**src/rtl/cpu_pkg.sv**
```systemverilog
// Shared encodings for the single-step processor: FSM states, opcodes,
// destination fields and the decoded-instruction record.
package cpu_pkg;

   typedef enum logic [2:0] {
      ST_FETCH     = 3'd0,
      ST_DECODE    = 3'd1,
      ST_EXECUTE   = 3'd2,
      ST_WRITEBACK = 3'd3,
      ST_HALT      = 3'd4
   } state_e;

   localparam logic [3:0] OP_ADD   = 4'd0;
   localparam logic [3:0] OP_SUB   = 4'd1;
   localparam logic [3:0] OP_MUL   = 4'd2;
   localparam logic [3:0] OP_DIV   = 4'd3;
   localparam logic [3:0] OP_SHL   = 4'd4;
   localparam logic [3:0] OP_SHR   = 4'd5;
   localparam logic [3:0] OP_SQA   = 4'd6;
   localparam logic [3:0] OP_SQB   = 4'd7;
   localparam logic [3:0] OP_STORE = 4'd8;
   localparam logic [3:0] OP_LDA   = 4'd9;
   localparam logic [3:0] OP_LDB   = 4'd10;
   localparam logic [3:0] OP_OUT   = 4'd11;
   localparam logic [3:0] OP_HALT  = 4'd15;

   localparam logic [1:0] DEST_A = 2'b00;
   localparam logic [1:0] DEST_B = 2'b01;

   // Source selected onto the write bus during EXECUTE
   typedef enum logic [2:0] {
      WS_HOLD = 3'd0,
      WS_ALU  = 3'd1,
      WS_SWA  = 3'd2,
      WS_SWB  = 3'd3,
      WS_AREG = 3'd4,
      WS_BREG = 3'd5
   } wsrc_e;

   typedef struct packed {
      logic  is_alu;
      wsrc_e wsrc;
      logic  lat_a;
      logic  lat_b;
      logic  lat_o;
      logic  is_halt;
   } dec_t;

endpackage

```
**src/rtl/control_sequencer_if.sv**
```systemverilog
// Sequencer <-> datapath/ROM signal bundle. The sequencer is the master;
// the datapath, ROM and switches form the slave side.
interface control_sequencer_if #(
   parameter int DATA_W = 8,
   parameter int ADDR_W = 8
);
   logic              run;
   logic [DATA_W-1:0] instr;
   logic [DATA_W-1:0] sw_a;
   logic [DATA_W-1:0] sw_b;
   logic [DATA_W-1:0] a_reg;
   logic [DATA_W-1:0] b_reg;
   logic [DATA_W-1:0] alu_out;
   logic [ADDR_W-1:0] pc;
   logic [DATA_W-1:0] ir;
   logic [3:0]        alu_sel;
   logic [DATA_W-1:0] w_bus;
   logic              latch_a;
   logic              latch_b;
   logic              latch_o;
   logic [2:0]        state;
   logic              halted;

   modport master (
      input  run, instr, sw_a, sw_b, a_reg, b_reg, alu_out,
      output pc, ir, alu_sel, w_bus, latch_a, latch_b, latch_o, state, halted
   );

   modport slave (
      output run, instr, sw_a, sw_b, a_reg, b_reg, alu_out,
      input  pc, ir, alu_sel, w_bus, latch_a, latch_b, latch_o, state, halted
   );
endinterface

```
**src/rtl/instr_decoder.sv**
```systemverilog
// Combinational instruction decode: opcode and destination field (ir[7:2])
// to ALU/halt flags, write-bus source and register strobe selection.
module instr_decoder
   import cpu_pkg::*;
(
   input  logic [5:0] op_dest_i,
   output dec_t       dec_o
);

   logic [3:0] op_s;
   logic [1:0] dest_s;

   assign op_s   = op_dest_i[5:2];
   assign dest_s = op_dest_i[1:0];

   // Decode opcode into control fields; ir[3]==1 targets no register
   always_comb begin
      dec_o      = '0;
      dec_o.wsrc = WS_HOLD;
      case (op_s)
         OP_ADD, OP_SUB, OP_MUL, OP_DIV,
         OP_SHL, OP_SHR, OP_SQA, OP_SQB: begin
            dec_o.is_alu = 1'b1;
         end
         OP_STORE: begin
            dec_o.wsrc  = WS_ALU;
            dec_o.lat_a = (dest_s == DEST_A);
            dec_o.lat_b = (dest_s == DEST_B);
         end
         OP_LDA: begin
            dec_o.wsrc  = WS_SWA;
            dec_o.lat_a = (dest_s == DEST_A);
            dec_o.lat_b = (dest_s == DEST_B);
         end
         OP_LDB: begin
            dec_o.wsrc  = WS_SWB;
            dec_o.lat_b = 1'b1;
         end
         OP_OUT: begin
            dec_o.wsrc  = (dest_s == DEST_A) ? WS_AREG : WS_BREG;
            dec_o.lat_o = 1'b1;
         end
         OP_HALT: begin
            dec_o.is_halt = 1'b1;
         end
         default: begin
            dec_o.wsrc = WS_HOLD;
         end
      endcase
   end

endmodule

```
**src/rtl/control_sequencer.sv**
```systemverilog
// Fetch/decode/execute/writeback controller: owns PC, IR, ALU select and the
// write bus, and pulses one register strobe per instruction in WRITEBACK.
module control_sequencer
   import cpu_pkg::*;
#(
   parameter int DATA_W = 8,
   parameter int ADDR_W = 8
) (
   input  logic                one_shot_clock,
   input  logic                reset,
   control_sequencer_if.master bus
);

   state_e            state_q, state_d;
   logic [ADDR_W-1:0] pc_q, pc_d;
   logic [DATA_W-1:0] ir_q, ir_d;
   logic [3:0]        alu_sel_q, alu_sel_d;
   logic [DATA_W-1:0] w_bus_q, w_bus_d;
   logic              step_s;
   dec_t              dec_s;

   instr_decoder u_dec (
      .op_dest_i (ir_q[7:2]),
      .dec_o     (dec_s)
   );

   assign step_s = bus.run && (state_q != ST_HALT);

   // State register
   always_ff @(posedge one_shot_clock) begin
      if (reset) begin
         state_q <= ST_FETCH;
      end else begin
         state_q <= state_d;
      end
   end

   // Next-state logic; HALT is terminal until reset
   always_comb begin
      state_d = state_q;
      if (step_s) begin
         case (state_q)
            ST_FETCH:     state_d = ST_DECODE;
            ST_DECODE:    state_d = dec_s.is_halt ? ST_HALT : ST_EXECUTE;
            ST_EXECUTE:   state_d = ST_WRITEBACK;
            ST_WRITEBACK: state_d = ST_FETCH;
            default:      state_d = ST_HALT;
         endcase
      end else begin
         state_d = state_q;
      end
   end

   // Datapath-register next values and combinational outputs
   always_comb begin
      pc_d        = pc_q;
      ir_d        = ir_q;
      alu_sel_d   = alu_sel_q;
      w_bus_d     = w_bus_q;
      bus.latch_a = 1'b0;
      bus.latch_b = 1'b0;
      bus.latch_o = 1'b0;
      bus.halted  = (state_q == ST_HALT);
      if (step_s) begin
         case (state_q)
            ST_FETCH: begin
               ir_d = bus.instr;
            end
            ST_DECODE: begin
               // Non-ALU ops keep the last select so a later store sees its result
               if (dec_s.is_alu) begin
                  alu_sel_d = ir_q[7:4];
               end else begin
                  alu_sel_d = alu_sel_q;
               end
            end
            ST_EXECUTE: begin
               case (dec_s.wsrc)
                  WS_ALU:  w_bus_d = bus.alu_out;
                  WS_SWA:  w_bus_d = bus.sw_a;
                  WS_SWB:  w_bus_d = bus.sw_b;
                  WS_AREG: w_bus_d = bus.a_reg;
                  WS_BREG: w_bus_d = bus.b_reg;
                  default: w_bus_d = w_bus_q;
               endcase
            end
            ST_WRITEBACK: begin
               pc_d        = pc_q + {{(ADDR_W-1){1'b0}}, 1'b1};
               bus.latch_a = dec_s.lat_a;
               bus.latch_b = dec_s.lat_b;
               bus.latch_o = dec_s.lat_o;
            end
            default: begin
               pc_d = pc_q;
            end
         endcase
      end else begin
         pc_d = pc_q;
      end
   end

   // Registered datapath outputs
   always_ff @(posedge one_shot_clock) begin
      if (reset) begin
         pc_q      <= {ADDR_W{1'b0}};
         ir_q      <= {DATA_W{1'b0}};
         alu_sel_q <= 4'd0;
         w_bus_q   <= {DATA_W{1'b0}};
      end else begin
         pc_q      <= pc_d;
         ir_q      <= ir_d;
         alu_sel_q <= alu_sel_d;
         w_bus_q   <= w_bus_d;
      end
   end

   assign bus.pc      = pc_q;
   assign bus.ir      = ir_q;
   assign bus.alu_sel = alu_sel_q;
   assign bus.w_bus   = w_bus_q;
   assign bus.state   = state_q;

endmodule

```
**src/flat_wrapper.sv**
```systemverilog
// flat-port wrapper written by rule: the top's interface ports become plain ports
module control_sequencer_flat import cpu_pkg::*;
#(
   parameter int DATA_W = 8,
   parameter int ADDR_W = 8
)
  (one_shot_clock, reset, bus_run, bus_instr, bus_sw_a, bus_sw_b, bus_a_reg, bus_b_reg, bus_alu_out, bus_pc, bus_ir, bus_alu_sel, bus_w_bus, bus_latch_a, bus_latch_b, bus_latch_o, bus_state, bus_halted);
  control_sequencer_if #(.DATA_W(DATA_W), .ADDR_W(ADDR_W)) bus_i ();
  input  logic one_shot_clock;
  input  logic reset;
  input wire logic [$bits(bus_i.run)-1:0] bus_run;
  input wire logic [$bits(bus_i.instr)-1:0] bus_instr;
  input wire logic [$bits(bus_i.sw_a)-1:0] bus_sw_a;
  input wire logic [$bits(bus_i.sw_b)-1:0] bus_sw_b;
  input wire logic [$bits(bus_i.a_reg)-1:0] bus_a_reg;
  input wire logic [$bits(bus_i.b_reg)-1:0] bus_b_reg;
  input wire logic [$bits(bus_i.alu_out)-1:0] bus_alu_out;
  output wire logic [$bits(bus_i.pc)-1:0] bus_pc;
  output wire logic [$bits(bus_i.ir)-1:0] bus_ir;
  output wire logic [$bits(bus_i.alu_sel)-1:0] bus_alu_sel;
  output wire logic [$bits(bus_i.w_bus)-1:0] bus_w_bus;
  output wire logic [$bits(bus_i.latch_a)-1:0] bus_latch_a;
  output wire logic [$bits(bus_i.latch_b)-1:0] bus_latch_b;
  output wire logic [$bits(bus_i.latch_o)-1:0] bus_latch_o;
  output wire logic [$bits(bus_i.state)-1:0] bus_state;
  output wire logic [$bits(bus_i.halted)-1:0] bus_halted;
  assign bus_i.run = bus_run;
  assign bus_i.instr = bus_instr;
  assign bus_i.sw_a = bus_sw_a;
  assign bus_i.sw_b = bus_sw_b;
  assign bus_i.a_reg = bus_a_reg;
  assign bus_i.b_reg = bus_b_reg;
  assign bus_i.alu_out = bus_alu_out;
  assign bus_pc = bus_i.pc;
  assign bus_ir = bus_i.ir;
  assign bus_alu_sel = bus_i.alu_sel;
  assign bus_w_bus = bus_i.w_bus;
  assign bus_latch_a = bus_i.latch_a;
  assign bus_latch_b = bus_i.latch_b;
  assign bus_latch_o = bus_i.latch_o;
  assign bus_state = bus_i.state;
  assign bus_halted = bus_i.halted;
  control_sequencer #(.DATA_W(DATA_W), .ADDR_W(ADDR_W)) u_core (.one_shot_clock(one_shot_clock), .reset(reset), .bus(bus_i));
endmodule
```
**config.mk**
```make
export PLATFORM = sky130hd
export DESIGN_NAME = control_sequencer_flat
export DESIGN_NICKNAME = d
export VERILOG_FILES = /design/src/rtl/cpu_pkg.sv /design/src/rtl/control_sequencer_if.sv /design/src/rtl/instr_decoder.sv /design/src/rtl/control_sequencer.sv /design/src/flat_wrapper.sv
export SDC_FILE = /design/constraint.sdc
export NUM_CORES = 1
export LEC_CHECK = 0
export ABC_AREA = 0
export CORE_ASPECT_RATIO = 0.7
export CORE_MARGIN = 4
export CORE_UTILIZATION = 38
export CTS_BUF_LIST = sky130_fd_sc_hd__clkbuf_8
export DETAILED_ROUTE_END_ITERATION = 12
export PLACE_DENSITY_LB_ADDON = 0.1
export SYNTH_ARGS = -nofsm -noshare
export SYNTH_HDL_FRONTEND = slang
export SYNTH_SLANG_ARGS = --single-unit
```
**constraint.sdc**
```tcl
create_clock -name one_shot_clock -period 2 [get_ports one_shot_clock]
set_clock_uncertainty 0.15 [all_clocks]
set_input_delay 0.6 -clock one_shot_clock [delete_from_list [all_inputs] [get_ports one_shot_clock]]
set_output_delay 0.6 -clock one_shot_clock [all_outputs]
set_load 0.02 [all_outputs]
```
==> reports/metrics.csv <==
stage,metric,value,unit
run_status,status,finished with violations,
run_status,failing checks,negative setup slack,
detailed_routing,first-pass detailed-route iteration total,4,
synthesis,multiplexer share of the synthesized area,7.37,%
place,Final GP Congestion,0.846,
global_route,Tot GR Track Use,20.1,%
global_route,M3 GR Usage,4.87,%
die,Die Ht,62.8,um
setup_path,CP endpoint kind,output port,
detailed_routing,DR iter-0 viols,76,
finish,antenna cell count,0,
timing,worst slew pin tran,0.411,ns
setup_path,worst path required time,1.25,ns
clocking,CTS Sinks,31,
synthesis,cells after synthesis,200,
timing,post-route minimum period,2.13,ns
pwr,Peak VDD IR,0.000491,V
place,Port-buffer cells,85,
synthesis,main combinational cell family by area after synthesis,simple AND/OR/NAND/NOR gates,
synthesis,"FFs w/ async S/R, synth",0,%
pwr,Seq pwr share,40.1,%
synthesis,"area leader, netlist",dfxtp_1,
finish,fin nets,360,
global_route,met2 usage,32.2,%
synthesis,top cell type's share of synthesized area,38.1,%
die,Core Region,0.00402,sq mm
setup_path,Crit Path Class,input port to output port,
timing,post-route worst setup slack,-0.133,ns
setup_path,critical path's largest stage delay,0.29,ns
job,Max-cap violations,0,
pwr,Int Power,0.00122,W
synthesis,post-synthesis sequential area ratio,38.1,%
detailed_routing,via count,1800,
clocking,TritonCTS clock tree,built,
global_route,first-pass GRT wire length,8.57,mm
die,starting density of the core,40.5,%
detailed_routing,Final ANT Viol Nets,0,
clocking,Clock Latency Late Sink,0.28,ns
synthesis,Synth Net Count,252,
synthesis,Synth Area in Compound Gates,19.8,%
setup_path,Worst Path Max Fanout,3,
clocking,htree depth,2,
clocking,clk root buf,clkbuf_8,
setup_path,crit start category,input port,
pwr,power share of the clock group,40.2,%
synthesis,Synth Register Bits,31,
global_route,grt peak-use layer,met2,
synthesis,Ys Warns,0,
clocking,"Setup Fix Bufs, Post-CTS",0,
finish,Area Overhead vs Synth,78.0,%
pwr,Tot Pwr,0.00161,W
global_route,Overflow after GRT,0,
clocking,Worst-path clk slew,0.06,ns
global_route,met1 global-route usage,26.3,%
pwr,LEAKAGE,1.33,nW
die,row count,19,
setup_path,crit-path cells,buf_6 > nand4b_1 > or2_4 > nor4_4 > buf_4,
detailed_routing,Avg WL per Cell,14.7,um
finish,"commonest cells after routing, fill and taps aside","51 x clkdlybuf4s50_1, 30 x dfxtp_1, 25 x buf_4",
timing,Final Hold Fails,0,
timing,final setup vio count,3,
detailed_routing,DRC,0,
pwr,PwrDens,554,mW/mm^2
detailed_routing,Vias/cell,4.99,
synthesis,Syn Area/Cell,8.15,sq um
synthesis,prevailing post-synth register cell,dfxtp_1,
synthesis,synth top area cells,"dfxtp_1 38%, nand2b_1 7.3%, mux2_2 5.5%, nand2_1 5.1%, o21ai_0 4.9%",
finish,"most common cell after layout, fill and taps aside",clkdlybuf4s50_1,
worst_hold_path,hold crit path type,register to register,
pwr,P_sw,0.000384,W
synthesis,xor/xnor share of the synthesized area,2.69,%
synthesis,Post-Syn Area,0.00163,sq mm
timing,Tcrit/Tclk final,107,%
timing,RSZ-0062 raised after global routing,true,
pwr,Net Sw Frac,23.9,%
synthesis,number of flops mapped to enable cells by yosys,0,
global_route,initial antenna violation count,0,
timing,max_slew headroom,72.6,%
place,DP HPWL,4.01,mm
pwr,Comb power frac,19.8,%
setup_path,Critical Path AT,1.38,ns
die,IO Pins,86,
global_route,vias in the first global route,1734,
timing,Peak Freq,0.469,GHz
die,Die Span X,86.3,um
die,DIE AREA,0.00542,sq mm
place,pre-CTS WS,-1.08,ns
clocking,CTS buffer count,5,
synthesis,Simple-Gate Fraction of Synth Area,25.4,%
clocking,clock buffer depth,2,
finish,layout cells sized above 1,19.4,%
setup_path,critical path's slowest cell,or2_4,
synthesis,Yosys cell types,34,
detailed_routing,routed wire length,5.30,mm
clocking,CTS Hold Buffers Added,0,
global_route,largest net degree at the start of global routing,40,
timing,Pins Over Slew Limit,0,
synthesis,Synth Area in Adders,0.768,%
-- through the flow --
step	instances	cell area, sq um	TNS, ns	hold slack, ns	util (%)
finish	361	2900	-0.257	0.312	72.2
CTS	361	2870	-0.347	0.318	71.3
global placement	353	2760	-10.30	0.291	68.8
floorplan	200	1650	-0.470	0.385	-
global route	361	2900	-0.462	0.331	72.2
detailed placement	353	2760	-10.89	0.307	68.8
-- per-layer routing --
metal,up-vias,share of wire [%]
met3,9,6.2
met4,0,1.4
li1,921,-
met5,-,0
met1,823,46
met2,47,47
-- cell usage after synthesis, types with 2 or more instances --
master    instances
a21oi_1          14
o32ai_1           8
inv_1            11
o21ai_0          16
nand2b_1         19
nor3_1            3
nand3_1           3
nor4_1            2
xnor2_1           4
nand2_1          22
nor2_1           15
mux2_2            8
nor3b_1           3
clkbuf_1         10
mux2i_1           3
o21ai_1           3
dfxtp_1          31
a221oi_1          8
or3_1             2
-- final cells by class --
class,count,area [sq um]
Timing Repair Buffer,113,1110
Tap cell,52,65.1
Sequential cell,31,622
Fill cell,349,1120
Multi-Input combinational cell,146,948
Inverter,11,41.3
Clock inverter,2,35.0
Clock buffer,6,82.6
-- sequential cells by signal (all words and copies together) (netlist names) --
register / flops
u_core.bus.pc: 8
u_core.bus.alu_sel: 4
u_core.bus.w_bus: 8
u_core.bus.ir: 8
u_core.bus.state: 3
-- cell families (layout without fill, tap and decap cells) --
| kind of cell | count (synthesis) | after routing |
|---|---|---|
| muxes | 11 | 11 |
| DFF | 31 | 31 |
| adders and majority gates | 1 | 1 |
| xor gates and xnor gates | 5 | 5 |
| buffers and inverters | 23 | 132 |
| AOI/OAI and AO/OA | 51 | 51 |
| and+or+nand+nor | 78 | 78 |
-- critical path: cells and delay by family --
family / cells / cell delay, ns
simple gates: 3 / 0.54
buf+inv: 2 / 0.24
-- power groups by stage --
stage / sequential [W] / combinational, W / clock (W)
2_1_floorplan: 0.000679 / 0.000107 / 0
3_3_place_gp: 0.000656 / 0.000319 / 0
3_5_place_dp: 0.000657 / 0.000323 / 0
4_1_cts: 0.000643 / 0.000317 / 0.000657
5_1_grt: 0.000645 / 0.000344 / 0.000676
6_report: 0.000644 / 0.000318 / 0.000645
-- worst paths after layout --
kind	from	end	slack [ns]	cells after the start
max	bus_run	bus_latch_a	-0.13	5
min	u_core.bus.ir[0]$_SDFFE_PP0P_	u_core.bus.ir[0]$_SDFFE_PP0P_	0.31	2
max reg2reg	u_core.bus.ir[3]$_SDFFE_PP0P_	u_core.bus.w_bus[1]$_SDFFE_PP0P_	0.07	6
min reg2reg	u_core.bus.ir[0]$_SDFFE_PP0P_	u_core.bus.ir[0]$_SDFFE_PP0P_	0.31	2
-- timing repair --
item,4_1_cts,5_1_grt
resized for setup,48,15
pin swaps,4,2
setup endpoints to repair,39,18
Note: power is estimated with default switching activity, not from simulation.
